===== src/rtl/sdram_rw_sched.sv =====
// sdram_rw_sched: arbitrates the AXI-side write/read FIFOs onto a 16-bit sdram_controller.
// Each 32-bit word becomes two halfword accesses, and each access is guarded by a watchdog.
module sdram_rw_sched #(
  parameter int ADDR_WIDTH  = 32,
  parameter int DATA_WIDTH  = 32,
  parameter int SD_DW       = 16,
  parameter int HADDR_WIDTH = 24,
  parameter int WDOG_CYCLES = 64
) (
  input  logic                   SD_clk,
  input  logic                   ARESETn,
  input  logic                   WADDR_FIFO_EMPTY,
  input  logic                   WDATA_FIFO_EMPTY,
  input  logic [ADDR_WIDTH-1:0]  SD_WR_ADDR_OUT,
  input  logic [DATA_WIDTH-1:0]  SD_WR_DATA_OUT,
  output logic                   SD_WR_ADDR_EN,
  output logic                   SD_WR_DATA_EN,
  input  logic                   RADDR_FIFO_EMPTY,
  input  logic [ADDR_WIDTH-1:0]  SD_RD_ADDR_OUT,
  output logic                   SD_RD_ADDR_EN,
  input  logic                   RDATA_FIFO_FULL,
  output logic [DATA_WIDTH-1:0]  SD_RD_DATA_IN,
  output logic                   SD_RD_DATA_EN,
  output logic [HADDR_WIDTH-1:0] wr_addr,
  output logic [SD_DW-1:0]       wr_data,
  output logic                   wr_enable,
  output logic [HADDR_WIDTH-1:0] rd_addr,
  output logic                   rd_enable,
  input  logic [SD_DW-1:0]       rd_data,
  input  logic                   rd_ready,
  input  logic                   busy,
  output logic                   wdog_err
);

  localparam int WDOG_W = $clog2(WDOG_CYCLES + 1);

  typedef enum logic [2:0] {IDLE, POP, LATCH, ISSUE, ACK, DONE, FIN} state_t;

  state_t                  state;
  logic                    is_read;
  logic                    last_read;
  logic                    beat;
  logic                    seen_busy;
  logic [HADDR_WIDTH-2:0]  word_addr;
  logic [SD_DW-1:0]        wdata_hi;
  logic [DATA_WIDTH-1:0]   rdata;
  logic [WDOG_W-1:0]       wdog_cnt;
  logic                    wr_pend;
  logic                    rd_pend;
  logic                    grant_read;
  logic                    wdog_expired;
  logic                    ack_done;
  logic                    unused_addr_bits;

  assign wr_pend      = !WADDR_FIFO_EMPTY && !WDATA_FIFO_EMPTY;
  assign rd_pend      = !RADDR_FIFO_EMPTY && !RDATA_FIFO_FULL;
  // On a tie the grant goes to whichever side was not served last.
  assign grant_read   = rd_pend && (!wr_pend || !last_read);
  assign wdog_expired = (wdog_cnt == WDOG_W'(WDOG_CYCLES - 1));
  assign ack_done     = is_read ? rd_ready : (seen_busy && !busy);

  assign unused_addr_bits = ^{SD_WR_ADDR_OUT[ADDR_WIDTH-1:HADDR_WIDTH+1], SD_WR_ADDR_OUT[1:0],
                              SD_RD_ADDR_OUT[ADDR_WIDTH-1:HADDR_WIDTH+1], SD_RD_ADDR_OUT[1:0]};

  always_ff @(posedge SD_clk or negedge ARESETn) begin
    if (!ARESETn) begin
      state         <= IDLE;
      is_read       <= 1'b0;
      last_read     <= 1'b1;
      beat          <= 1'b0;
      seen_busy     <= 1'b0;
      word_addr     <= '0;
      wdata_hi      <= '0;
      rdata         <= '0;
      wdog_cnt      <= '0;
      SD_WR_ADDR_EN <= 1'b0;
      SD_WR_DATA_EN <= 1'b0;
      SD_RD_ADDR_EN <= 1'b0;
      SD_RD_DATA_IN <= '0;
      SD_RD_DATA_EN <= 1'b0;
      wr_addr       <= '0;
      wr_data       <= '0;
      wr_enable     <= 1'b0;
      rd_addr       <= '0;
      rd_enable     <= 1'b0;
      wdog_err      <= 1'b0;
    end else begin
      SD_WR_ADDR_EN <= 1'b0;
      SD_WR_DATA_EN <= 1'b0;
      SD_RD_ADDR_EN <= 1'b0;
      SD_RD_DATA_EN <= 1'b0;
      wr_enable     <= 1'b0;
      rd_enable     <= 1'b0;

      case (state)
        IDLE: begin
          if (wr_pend || rd_pend) begin
            is_read   <= grant_read;
            last_read <= grant_read;
            if (grant_read) begin
              SD_RD_ADDR_EN <= 1'b1;
            end else begin
              SD_WR_ADDR_EN <= 1'b1;
              SD_WR_DATA_EN <= 1'b1;
            end
            state <= POP;
          end
        end

        POP: state <= LATCH;

        // FIFO heads are valid the cycle after the pop.
        LATCH: begin
          beat     <= 1'b0;
          wdog_cnt <= '0;
          if (is_read) begin
            word_addr <= SD_RD_ADDR_OUT[HADDR_WIDTH:2];
            rd_addr   <= {SD_RD_ADDR_OUT[HADDR_WIDTH:2], 1'b0};
          end else begin
            word_addr <= SD_WR_ADDR_OUT[HADDR_WIDTH:2];
            wdata_hi  <= SD_WR_DATA_OUT[DATA_WIDTH-1:SD_DW];
            wr_addr   <= {SD_WR_ADDR_OUT[HADDR_WIDTH:2], 1'b0};
            wr_data   <= SD_WR_DATA_OUT[SD_DW-1:0];
          end
          state <= ISSUE;
        end

        ISSUE: begin
          if (!busy) begin
            if (is_read) rd_enable <= 1'b1;
            else         wr_enable <= 1'b1;
            seen_busy <= 1'b0;
            wdog_cnt  <= wdog_cnt + WDOG_W'(1);
            state     <= ACK;
          end else if (wdog_expired) begin
            wdog_err <= 1'b1;
            state    <= IDLE;
          end else begin
            wdog_cnt <= wdog_cnt + WDOG_W'(1);
          end
        end

        // Writes complete on a busy rise then fall; reads on the rd_ready strobe.
        ACK: begin
          if (ack_done) begin
            if (is_read) begin
              if (beat) rdata[DATA_WIDTH-1:SD_DW] <= rd_data;
              else      rdata[SD_DW-1:0]          <= rd_data;
            end
            state <= DONE;
          end else if (wdog_expired) begin
            wdog_err <= 1'b1;
            state    <= IDLE;
          end else begin
            seen_busy <= seen_busy | busy;
            wdog_cnt  <= wdog_cnt + WDOG_W'(1);
          end
        end

        DONE: begin
          if (!beat) begin
            beat     <= 1'b1;
            wdog_cnt <= '0;
            if (is_read) begin
              rd_addr <= {word_addr, 1'b1};
            end else begin
              wr_addr <= {word_addr, 1'b1};
              wr_data <= wdata_hi;
            end
            state <= ISSUE;
          end else begin
            if (is_read) begin
              SD_RD_DATA_IN <= rdata;
              SD_RD_DATA_EN <= 1'b1;
            end
            state <= FIN;
          end
        end

        FIN: state <= IDLE;

        default: state <= IDLE;
      endcase
    end
  end

endmodule

===== config.mk =====
export PLATFORM = sky130hd
export DESIGN_NAME = sdram_rw_sched
export DESIGN_NICKNAME = d
export VERILOG_FILES = /design/src/rtl/sdram_rw_sched.sv
export SDC_FILE = /design/constraint.sdc
export NUM_CORES = 1
export LEC_CHECK = 0
export BUFFER_PORTS_ARGS = -buffer_cell sky130_fd_sc_hd__buf_2
export CELL_PAD_IN_SITES_DETAIL_PLACEMENT = 1
export CELL_PAD_IN_SITES_GLOBAL_PLACEMENT = 2
export CORE_AREA = 5 5 157 159
export CTS_CLUSTER_DIAMETER = 100
export DETAILED_ROUTE_END_ITERATION = 16
export DIE_AREA = 0 0 162 164
export PLACE_DENSITY = 0.91
export RECOVER_POWER = 100
export REMOVE_ABC_BUFFERS = 1
export SYNTH_ARGS = -nofsm -noshare
export SYNTH_HDL_FRONTEND = slang
export SYNTH_SLANG_ARGS = --single-unit

===== constraint.sdc =====
create_clock -name SD_clk -period 3.9 [get_ports SD_clk]
set_clock_uncertainty 0.15 [all_clocks]
set_input_delay 0.195 -clock SD_clk [delete_from_list [all_inputs] [get_ports SD_clk]]
set_output_delay 0.195 -clock SD_clk [all_outputs]
set_load 0.03 [all_outputs]

==> results.yml <==
clock_network:
  hold_buffers: 107
  h-tree-depth: 4
  cts_root_buf: "clkbuf_16"
  clk_pin_slew_ps: 80
  clock_latency_ps: 430
  post_cts_buffers: 0
  cts_inserted_buffers: 17
  cts_buffer_depth: 2
  cts_sinks: 187
  cts_resized: 0
  cts_tree: "yes"
placed_design:
  gp_congestion: 0.785
  place_area_um2: 9280
  dp_cells: 1170
  port_buffers: 204
  dp_hpwl_um: 14900
layout:
  fin_area_um2: 10800
  fin_nets: 1127
  final_cells: 1310
  postLayoutCoreUtil: 0.465
  area_growth_pct: 34.9
  final_layout_size_suffix_gt1_frac: 0.212
yosys:
  syn_area_per_cell_um2: 11.2
  ys.flop_type: "dfrtp_1"
  yosysSeqAreaShare: 0.587
  synthTopCellsByArea: "dfrtp_1, mux2_2, a21oi_1"
  ys_warn_count: 0
  syn_inst: 712
  ys_seq_elements: 187
  synthArstFlopShare: 1.00
  yosys.area.top_type: "dfrtp_1"
  synth-edff-count: 0
  synth_area_um2: 7980
  yosys.area.top_type_share: 0.584
  ys_types: 51
critical_path:
  required_ps: 4090
  crit_family: "simple AND/OR/NAND/NOR gates"
  crit_buf_inv: 2
  arrival_ps: 3520
  cp_max_fo: 66
  crit_path_start: "state[1]$_DFFE_PN0P_"
  cp_slowest_cell: "or3b_1"
  critPathMaxStageDelay_ps: 770
  cp-start-kind: "flip-flop"
  timing.rr.start: "state[1]$_DFFE_PN0P_"
  critPathKind: "flip-flop to flip-flop"
  r2r_setup_slack_ps: 570
  worstPathCellList: "or3b_1 > buf_4 > a21oi_2 > buf_12 > nor2_1 > a31oi_1"
  critPathCaptureType: "flip-flop"
timing:
  finalCritPeriodShare: 0.854
  clock.fmax_mhz: 300
  period_minus_slack_ps: 3330
  max-slew-margin-rel: -0.684
  slew_violations: 137
  max_slew.worst_pin.slew_ps: 2530
  final-setup-viol-count: 0
  hold_viol: 0
  rsz0062_at_grt: "no"
detailed_routing:
  vias: 6443
  remaining_drc_errors: 0
  routed_wirelength_um: 24200
  vias_per_cell: 4.92
  ant_nets: 0
  first_pass_iters: 4
  drt_iter0_markers: 247
  drt-wirelength-per-cell_um: 18.5
min_path:
  hold_start: "WADDR_FIFO_EMPTY"
  hold_path.class: "input port to flip-flop"
floorplanning:
  die_w_um: 162
  initial_core_util: 0.345
  die_h_um: 164
  num_rows: 56
  fp.dieArea_um2: 26600
  top_level_ports: 223
  core_area_um2: 23100
outcome:
  status: "finished, violations left"
  failed_checks: "max-capacitance violations, max-slew violations"
power:
  p_per_area_nw_per_um2: 720
  p_leak_uw: 0.00495
  vdd_ir_drop_max_mv: 0.404
global_route:
  grt_usage: 0.181
  grt.overflow.total: 0
  grt_start_max_net_pins: 98
  grt_pass1_vias: 7069
  grt_pass1_wl_um: 38300
  grt_antenna_before_repair: 0
flow_run:
  max_cap_viol_count: 2
-- worst min-delay path, delay by kind of cell --
kind,cells,cell delay (ps)
buf+inv,1,90
simple gates,1,60
compound gates,2,270
-- routing by layer --
metal  routed length, um  track usage  up-vias
met4                 433       0.0527        0
met5                   0            0        -
li1                    -            -     3070
met2               12600        0.324      135
met1               10300        0.223     3212
met3                 830       0.0361       26
-- cells in the mapped netlist, types with 2 or more instances --
cell and number:
nand3_1 5, nand3b_1 2, dfrtp_1 186, o41ai_1 2, clkbuf_1 32, a21oi_1 78
a22oi_1 2, o21ai_0 54, and2_1 25, nor2_1 48, or3b_1 2, nor3_1 4
and3b_1 3, a32oi_1 2, a31oi_1 19, mux2i_1 24, mux2_2 71, a2bb2oi_1 4
buf_4 3, buf_6 2, inv_1 6, nand2_1 90, mux2_4 10, buf_2 9
nor3b_1 3
-- cell usage in the layout (no fill, tap or decap), types with 6 or more instances in the layout --
cell / synthesis / routed
nand2_1: 90 / 90
mux2_2: 71 / 68
clkbuf_16: 0 / 17
mux2i_1: 24 / 24
a31oi_1: 19 / 19
dfrtp_1: 186 / 186
and2_1: 25 / 23
dlygate4sd3_1: 0 / 107
nor2_1: 48 / 48
buf_4: 3 / 6
clkbuf_1: 32 / 105
inv_1: 6 / 6
o21ai_0: 54 / 54
mux2_1: 0 / 13
buf_2: 9 / 99
a21oi_1: 78 / 77
-- flip-flops by register name, indices dropped and copies added (netlist names), 3 cells and up --
register	count
SD_RD_DATA_IN	32
rd_addr	24
rdata	32
state	3
wdata_hi	16
wdog_cnt	7
word_addr	23
wr_addr	24
wr_data	16
-- cells by family (layout without fill, tap and decap cells) --
family          Yosys count  after routing  synth area share
flops                   187            187             0.587
other cells               0              1                 0
buf+inv                  53            360            0.0297
mux                     105            105             0.149
fa+ha+maj                 1              1           0.00157
simple gates            195            195             0.113
compound gates          171            171             0.119
-- path summary, 6_finish.rpt --
check                                                end  depth (start not counted)
max in group asynchronous  SD_RD_DATA_IN[26]$_DFFE_PN0P_                          3
min in group asynchronous         wr_data[1]$_DFFE_PN0P_                          2
min                                  is_read$_DFFE_PN0P_                          4
max reg2reg                      wr_data[12]$_DFFE_PN0P_                          6
min reg2reg                    word_addr[13]$_DFFE_PN0P_                          2
max                              wr_data[12]$_DFFE_PN0P_                          6
-- through the flow --
stage               setup TNS, ps  total power, uW  hold WS (ps)  worst slack (ps)
finish                          0             7750          79.1               568
global route                    0             8270          71.1               358
CTS                             0             7920          53.5               907
detailed placement              0             6010           186               926
global placement                0             5900           175               951
floorplan                  -33550             4960          -251              -890
-- final cells by class --
type	count	area, um^2
fillers	2605	12400
inverters	6	22.5
multi-input cells	472	3020
repair buffers	322	2060
well taps	290	363
clock inverters	15	181
flip-flops and latches	187	4680
clock buffers	17	425
diodes	1	2.50
-- power by group --
| group | total (uW) | switching (uW) | internal (uW) |
|---|---|---|---|
| Clock | 1790 | 865 | 921 |
| Sequential | 3030 | 433 | 2600 |
| Combinational | 2930 | 1960 | 969 |
| Total | 7750 | 3260 | 4490 |
No activity file was read; power rests on OpenSTA's default activity.
